File: src/rtl/calc_req_assembler_pkg.sv
// ----------------------------------------------------------------------------
// calc_req_assembler_pkg
// Shared definitions for the per-port request assembler of the four-port
// calculator: request field widths, command encodings, the error cause and
// assembler state enums, and the packed operation record stored in the FIFO.
// ----------------------------------------------------------------------------
package calc_req_assembler_pkg;

    localparam int REQ_CMD_WIDTH  = 4;
    localparam int REQ_DATA_WIDTH = 32;
    localparam int REQ_TAG_WIDTH  = 2;

    localparam logic [REQ_CMD_WIDTH-1:0] CMD_NOP = 4'd0;
    localparam logic [REQ_CMD_WIDTH-1:0] CMD_ADD = 4'd1;
    localparam logic [REQ_CMD_WIDTH-1:0] CMD_SUB = 4'd2;
    localparam logic [REQ_CMD_WIDTH-1:0] CMD_SHL = 4'd5;
    localparam logic [REQ_CMD_WIDTH-1:0] CMD_SHR = 4'd6;

    typedef enum logic [1:0] {
        ERR_NONE = 2'b00,
        ERR_CMD  = 2'b01,
        ERR_TAG  = 2'b10,
        ERR_FULL = 2'b11
    } err_cause_t;

    typedef enum logic {
        IDLE  = 1'b0,
        OPND2 = 1'b1
    } asm_state_t;

    typedef struct packed {
        logic [REQ_CMD_WIDTH-1:0]  cmd;
        logic [REQ_DATA_WIDTH-1:0] data1;
        logic [REQ_DATA_WIDTH-1:0] data2;
        logic [REQ_TAG_WIDTH-1:0]  tag;
    } calc_op_t;

    // Only the four arithmetic commands the core implements are legal.
    function automatic logic isLegalCmd(input logic [REQ_CMD_WIDTH-1:0] cmd);
        return (cmd == CMD_ADD) || (cmd == CMD_SUB) ||
               (cmd == CMD_SHL) || (cmd == CMD_SHR);
    endfunction

endpackage

File: src/rtl/calc_req_assembler_fifo.sv
// ----------------------------------------------------------------------------
// calc_req_fifo
// Synchronous FIFO of calc_op_t records sitting between the request
// assembler and the arithmetic core.
// Ports:
//   clk, rst      clock, synchronous active-high reset
//   push/pushData write one record (ignored when full unless popping too)
//   pop           remove the head (ignored when empty)
//   popData       head record, all zeros while empty
//   full, empty   occupancy flags
//   count         number of occupied entries
// ----------------------------------------------------------------------------
module calc_req_fifo
    import calc_req_assembler_pkg::*;
#(
    parameter int DEPTH = 4
) (
    input  logic                   clk,
    input  logic                   rst,
    input  logic                   push,
    input  calc_op_t               pushData,
    input  logic                   pop,
    output calc_op_t               popData,
    output logic                   full,
    output logic                   empty,
    output logic [$clog2(DEPTH):0] count
);

    localparam int PTR_W = $clog2(DEPTH);
    localparam logic [PTR_W:0] FULL_COUNT = (PTR_W + 1)'(DEPTH);

    calc_op_t         mem [DEPTH];
    logic [PTR_W-1:0] wrPtr;
    logic [PTR_W-1:0] rdPtr;
    logic [PTR_W:0]   countReg;
    logic             doPush;
    logic             doPop;

    // A push into a full FIFO is still legal when the head leaves in the
    // same cycle, because the write slot equals the slot being vacated.
    always_comb begin
        doPop  = pop && !empty;
        doPush = push && (!full || doPop);
    end

    // Pointer and occupancy bookkeeping; pointers wrap naturally since the
    // depth is a power of two.
    always_ff @(posedge clk) begin
        if (rst) begin
            wrPtr    <= '0;
            rdPtr    <= '0;
            countReg <= '0;
        end else begin
            if (doPush) wrPtr <= wrPtr + 1'b1;
            if (doPop)  rdPtr <= rdPtr + 1'b1;
            case ({doPush, doPop})
                2'b10:   countReg <= countReg + 1'b1;
                2'b01:   countReg <= countReg - 1'b1;
                default: countReg <= countReg;
            endcase
        end
    end

    // Storage array; contents need no reset because empty masks the head.
    always_ff @(posedge clk) begin
        if (doPush) mem[wrPtr] <= pushData;
    end

    assign empty   = (countReg == '0);
    assign full    = (countReg == FULL_COUNT);
    assign count   = countReg;
    assign popData = empty ? '0 : mem[rdPtr];

endmodule

File: src/rtl/calc_req_assembler.sv
// ----------------------------------------------------------------------------
// calc_req_assembler
// Per-port request front end: assembles the two-cycle request protocol into
// one operation, validates command / tag / FIFO space, buffers accepted
// operations and presents them to the core over valid/ready.
// Ports:
//   ifClk, ifRst                 clock, synchronous active-high reset
//   req_cmd_in/data_in/tag_in    request bus (cmd != 0 starts a request)
//   op_valid, op_ready           core handshake for the FIFO head
//   op_cmd/data1/data2/tag       FIFO head fields
//   tag_release, tag_release_id  frees an in-flight tag
//   err_valid/err_tag/err_cause  one-cycle rejection report
//   busy_tags                    in-flight tag bitmap
//   fifo_count                   FIFO occupancy
// ----------------------------------------------------------------------------
module calc_req_assembler
    import calc_req_assembler_pkg::*;
#(
    parameter int FIFO_DEPTH = 4,
    parameter int CMD_W      = REQ_CMD_WIDTH,
    parameter int DATA_W     = REQ_DATA_WIDTH,
    parameter int TAG_W      = REQ_TAG_WIDTH
) (
    input  logic                        ifClk,
    input  logic                        ifRst,
    input  logic [CMD_W-1:0]            req_cmd_in,
    input  logic [DATA_W-1:0]           req_data_in,
    input  logic [TAG_W-1:0]            req_tag_in,
    output logic                        op_valid,
    input  logic                        op_ready,
    output logic [CMD_W-1:0]            op_cmd,
    output logic [DATA_W-1:0]           op_data1,
    output logic [DATA_W-1:0]           op_data2,
    output logic [TAG_W-1:0]            op_tag,
    input  logic                        tag_release,
    input  logic [TAG_W-1:0]            tag_release_id,
    output logic                        err_valid,
    output logic [TAG_W-1:0]            err_tag,
    output logic [1:0]                  err_cause,
    output logic [(2**TAG_W)-1:0]       busy_tags,
    output logic [$clog2(FIFO_DEPTH):0] fifo_count
);

    localparam int NUM_TAGS = 2 ** TAG_W;

    asm_state_t          state;
    logic [CMD_W-1:0]    cmdReg;
    logic [DATA_W-1:0]   data1Reg;
    logic [TAG_W-1:0]    tagReg;
    logic [NUM_TAGS-1:0] busyReg;
    logic [NUM_TAGS-1:0] releaseMask;
    logic [NUM_TAGS-1:0] setMask;
    logic [NUM_TAGS-1:0] busyAfterRelease;
    logic                errValidReg;
    logic [TAG_W-1:0]    errTagReg;
    err_cause_t          errCauseReg;
    err_cause_t          rejectCause;
    logic                completing;
    logic                popNow;
    logic                fullAfterPop;
    logic                accept;
    logic                fifoFull;
    logic                fifoEmpty;
    calc_op_t            pushOp;
    calc_op_t            headOp;

    // Validation of the request completing this cycle. Releases and pops in
    // the same cycle are applied first so a freed tag or slot is reusable at once.
    always_comb begin
        completing  = (state == OPND2);
        popNow      = !fifoEmpty && op_ready;
        fullAfterPop = fifoFull && !popNow;

        releaseMask = '0;
        if (tag_release) releaseMask[tag_release_id] = 1'b1;
        busyAfterRelease = busyReg & ~releaseMask;

        rejectCause = ERR_NONE;
        if (!isLegalCmd(cmdReg))          rejectCause = ERR_CMD;
        else if (busyAfterRelease[tagReg]) rejectCause = ERR_TAG;
        else if (fullAfterPop)             rejectCause = ERR_FULL;

        accept = completing && (rejectCause == ERR_NONE);

        setMask = '0;
        if (accept) setMask[tagReg] = 1'b1;

        pushOp       = '0;
        pushOp.cmd   = cmdReg;
        pushOp.data1 = data1Reg;
        pushOp.data2 = req_data_in;
        pushOp.tag   = tagReg;
    end

    // Request assembly FSM with the registered error report. Operand 2 is
    // pushed straight from the bus on the completing edge.
    always_ff @(posedge ifClk) begin
        if (ifRst) begin
            state       <= IDLE;
            cmdReg      <= '0;
            data1Reg    <= '0;
            tagReg      <= '0;
            errValidReg <= 1'b0;
            errTagReg   <= '0;
            errCauseReg <= ERR_NONE;
        end else begin
            errValidReg <= 1'b0;
            errTagReg   <= '0;
            errCauseReg <= ERR_NONE;
            case (state)
                IDLE: begin
                    if (req_cmd_in != CMD_NOP) begin
                        cmdReg   <= req_cmd_in;
                        data1Reg <= req_data_in;
                        tagReg   <= req_tag_in;
                        state    <= OPND2;
                    end
                end
                OPND2: begin
                    state <= IDLE;
                    if (!accept) begin
                        errValidReg <= 1'b1;
                        errTagReg   <= tagReg;
                        errCauseReg <= rejectCause;
                    end
                end
                default: state <= IDLE;
            endcase
        end
    end

    // In-flight tag bitmap: releases clear, accepts set.
    always_ff @(posedge ifClk) begin
        if (ifRst) busyReg <= '0;
        else       busyReg <= busyAfterRelease | setMask;
    end

    calc_req_fifo #(
        .DEPTH(FIFO_DEPTH)
    ) opFifo (
        .clk     (ifClk),
        .rst     (ifRst),
        .push    (accept),
        .pushData(pushOp),
        .pop     (popNow),
        .popData (headOp),
        .full    (fifoFull),
        .empty   (fifoEmpty),
        .count   (fifo_count)
    );

    assign op_valid  = !fifoEmpty;
    assign op_cmd    = headOp.cmd;
    assign op_data1  = headOp.data1;
    assign op_data2  = headOp.data2;
    assign op_tag    = headOp.tag;
    assign err_valid = errValidReg;
    assign err_tag   = errTagReg;
    assign err_cause = errCauseReg;
    assign busy_tags = busyReg;

endmodule

File: config.mk
export PLATFORM = sky130hd
export DESIGN_NAME = calc_req_assembler
export DESIGN_NICKNAME = d
export VERILOG_FILES = /design/src/rtl/calc_req_assembler_pkg.sv /design/src/rtl/calc_req_assembler_fifo.sv /design/src/rtl/calc_req_assembler.sv
export SDC_FILE = /design/constraint.sdc
export NUM_CORES = 1
export LEC_CHECK = 0
export BUFFER_PORTS_ARGS = -buffer_cell sky130_fd_sc_hd__buf_2
export CAP_MARGIN = 30
export CORE_AREA = 2 2 146 148
export CTS_CLUSTER_DIAMETER = 100
export CTS_CLUSTER_SIZE = 25
export DETAILED_ROUTE_END_ITERATION = 8
export DIE_AREA = 0 0 148 150
export HOLD_SLACK_MARGIN = 0.15
export PLACE_DENSITY = 0.83
export SLEW_MARGIN = 5
export SYNTH_ARGS = -nofsm -noshare
export SYNTH_HDL_FRONTEND = slang
export SYNTH_SLANG_ARGS = --single-unit
export TNS_END_PERCENT = 20
File: constraint.sdc
create_clock -name ifClk -period 8.7 [get_ports ifClk]
set_input_delay 1.305 -clock ifClk [delete_from_list [all_inputs] [get_ports ifClk]]
set_output_delay 1.305 -clock ifClk [all_outputs]
set_load 0.05 [all_outputs]
==> out/results.ini <==
[synthesis]
synth_fp_nets=750
yosys-top-cells-area=edfxtp_1 (66%), mux4_2 (12%), dfxtp_1 (9.0%), and2_1 (3.7%), nand2_1 (2.1%)
yosysTopAreaCellShare=0.660
synth_seq_area_share=0.750
yosysTopAreaCell=edfxtp_1
synth_seq_cells=337
yosysWarnings=0
synth_cell_types=41
synth_cells=700
synth_area_sq_um=12700
syn_avg_cell_area_sq_um=18.2

[cts]
htree_num_levels=1
cts_tree=done
clock_latency_ps=490
cts.path.max_buffers=3
postCtsResizedCells=0
holdBufCountCts=0
clock_sinks=337
cts_setup_buffers=0
clk_pin_slew_worst_paths_ps=90
cts-root-buf=clkbuf_16
cts_made_buffers=17

[layout]
final_cells=1102
fin_util=0.689
syn_to_final_growth_pct=11.9
post_route_cells_drive_above_1_share=0.287
layout_common_cells=edfxtp_1 (280), buf_2 (126), and2_1 (71)
layout_commonest_cell=edfxtp_1
nets=867
fill_cells=1292

[sta]
rsz0062_at_grt=false
worst_pin_slew_ps=931
hold_slack_ps=508
skew_ps=16.7
period_minus_slack_ps=4200
finalSetupTns_ps=0
post-route-period-util=0.482
final-setup-viol-count=0
maxSlewViolCount=0
relSlewSlack=0.379
hold_viol=0
fmax_mhz=238

[critical_path]
critPathKind=reg2out
slowest_stage=dfxtp_4
rr_startpoint=tagReg[0]$_SDFFE_PP0P_
cp_cell_sequence=buf_4 > buf_16 > mux4_2 > and2_1 > buf_2
crit_fanout=33
required_ps=7390
cp.arrival_ps=2890
r2r_slack_ps=5430
reg2reg_depth=10
worstSetupStartpointType=flop
regToRegEndpoint=opFifo.count[2]$_SDFFE_PP0P_
critPathCaptureType=output pin
critPathMaxStageDelay_ps=690

[die]
die_area_sq_um=22200
rows=53
fp.dieH_um=150
initial_utilization=0.615
die_x_um=148
pin_count=127
coreArea_sq_um=20700

[detailed_routing]
vias=6586
drc=0
drt_wl_total_um=24200
drt-vias-per-instance=5.98
wl_per_cell_um=21.9
ant_nets=0
first_pass_iters=5
drt_iter0_markers=549

[placed_design]
io_buffers=126
dpl.cell_count=1072
dp_hpwl_um=14800
place_congestion=0.758

[worst_hold_path]
min_to=opFifo.mem[0][51]$_DFFE_PP_
hp-start=data1Reg[17]$_SDFFE_PP0P_
hold_depth=0
hold_path_class=reg2reg

[run]
drv_cap=0

[status]
status=completed

[pwr]
p_per_area_nw_per_um2=246
ir_drop_mv=0.149
p_leak_nw=4.93
p_total_mw=3.50

[global_routing]
grt_pass1_wl_um=37300
grt-ovfl-total=0
grt_max_degree=56
antenna_found_initial=0
grt_pass1_vias=6621
track_usage=0.220

-- per-stage QoR --
stage / instance area (sq um) / setup slack (ps)
after CTS: 14200 / 4240
after global placement: 13600 / 4580
after floorplan: 12700 / 4140
after global routing: 14200 / 4320
final: 14200 / 4500
after detailed placement: 13700 / 4470
-- how the worst max path moves through the flow --
stage / from / endpoint / slack (ps)
6_report: flop / op_data1[4] / 4500
5_1_grt: flop / op_data1[0] / 4320
4_1_cts: flop / op_data1[0] / 4240
3_5_place_dp: tag_release_id[1] / opFifo.mem[1][58]$_DFFE_PP_ / 4470
3_3_place_gp: tag_release_id[1] / opFifo.mem[0][57]$_DFFE_PP_ / 4580
2_1_floorplan: tag_release_id[1] / opFifo.mem[0][0]$_DFFE_PP_ / 4140
-- power breakdown --
group | total [mW] | internal (mW) | switching (mW) | leakage, nW
logic | 0.840 | 0.260 | 0.580 | 1.68
registers | 1.83 | 1.79 | 0.0469 | 3.02
clock network | 0.827 | 0.373 | 0.455 | 0.228
-- kinds of logic (layout without fill, tap and decap cells) --
| group | Yosys count | count (layout) | share of synthesized area |
|---|---|---|---|
| xor gates and xnor gates | 5 | 5 | 0.00344 |
| AOI/OAI and AO/OA | 48 | 48 | 0.0223 |
| buffers and inverters | 45 | 171 | 0.0150 |
| and+or+nand+nor | 185 | 185 | 0.0758 |
| adders and majority gates | 6 | 6 | 0.00649 |
| DFF | 337 | 337 | 0.750 |
| muxes | 74 | 74 | 0.127 |
| other | 0 | 1 | 0 |
-- cell type report --
cell class / instances / area [sq um] / share of cell area
repair buffers: 136 / 828 / 0.0581
clock inverters: 1 / 16.3 / 0.00114
well taps: 275 / 344 / 0.0242
inverters: 7 / 26.3 / 0.00184
flip-flops and latches: 337 / 9560 / 0.671
diodes: 1 / 2.50 / 0.000176
multi-input cells: 318 / 3010 / 0.211
clock buffers: 27 / 463 / 0.0325
-- cell usage after synthesis, drive strengths merged --
| cell type | n |
|---|---|
| o21ai | 1 |
| nor3 | 3 |
| dfxtp | 57 |
| and3b | 1 |
| nand4b | 1 |
| and2 | 75 |
| mux4 | 70 |
| mux2i | 4 |
| or4 | 2 |
| ha | 5 |
| or4b | 1 |
| a21oi | 37 |
| edfxtp | 280 |
| inv | 7 |
| nand3b | 2 |
| and3 | 2 |
| nand2 | 70 |
| nor4 | 1 |
| xor2 | 4 |
| o31ai | 2 |
| buf | 10 |
| nor2b | 1 |
| o21ba | 1 |
| or3b | 1 |
| nor2 | 15 |
| nand2b | 1 |
| or2 | 1 |
| dlygate4sd1 | 1 |
| or3 | 2 |
| nand3 | 2 |
| and2b | 1 |
| xnor2 | 1 |
| a211oi | 1 |
| a32o | 6 |
| clkbuf | 27 |
| nor3b | 3 |
| fa | 1 |
-- metal layers --
| metal | share of wire | routed length (um) | global-route usage |
|---|---|---|---|
| met1 | 0.41 | 9950 | 0.311 |
| met2 | 0.50 | 12200 | 0.372 |
| met3 | 0.064 | 1540 | 0.0284 |
| met4 | 0.021 | 506 | 0.0576 |
| met5 | 0 | 0 | 0 |
-- registers in the layout, indices dropped and copies added, names as in the netlist, named ones only --
signal	flops
opFifo.count	3
opFifo.mem	280
tagReg	2
opFifo.rdPtr	2
cmdReg	4
err_valid	1
opFifo.wrPtr	2
completing	1
err_cause	2
data1Reg	32
err_tag	2
busy_tags	4
-- critical path: cells and delay by family, from the launching register on --
| family | cells | cell delay [ps] |
|---|---|---|
| mux | 1 | 530 |
| buf+inv | 3 | 930 |
| flops | 1 | 690 |
| simple gates | 1 | 220 |
(Power assumes the default switching activity.)
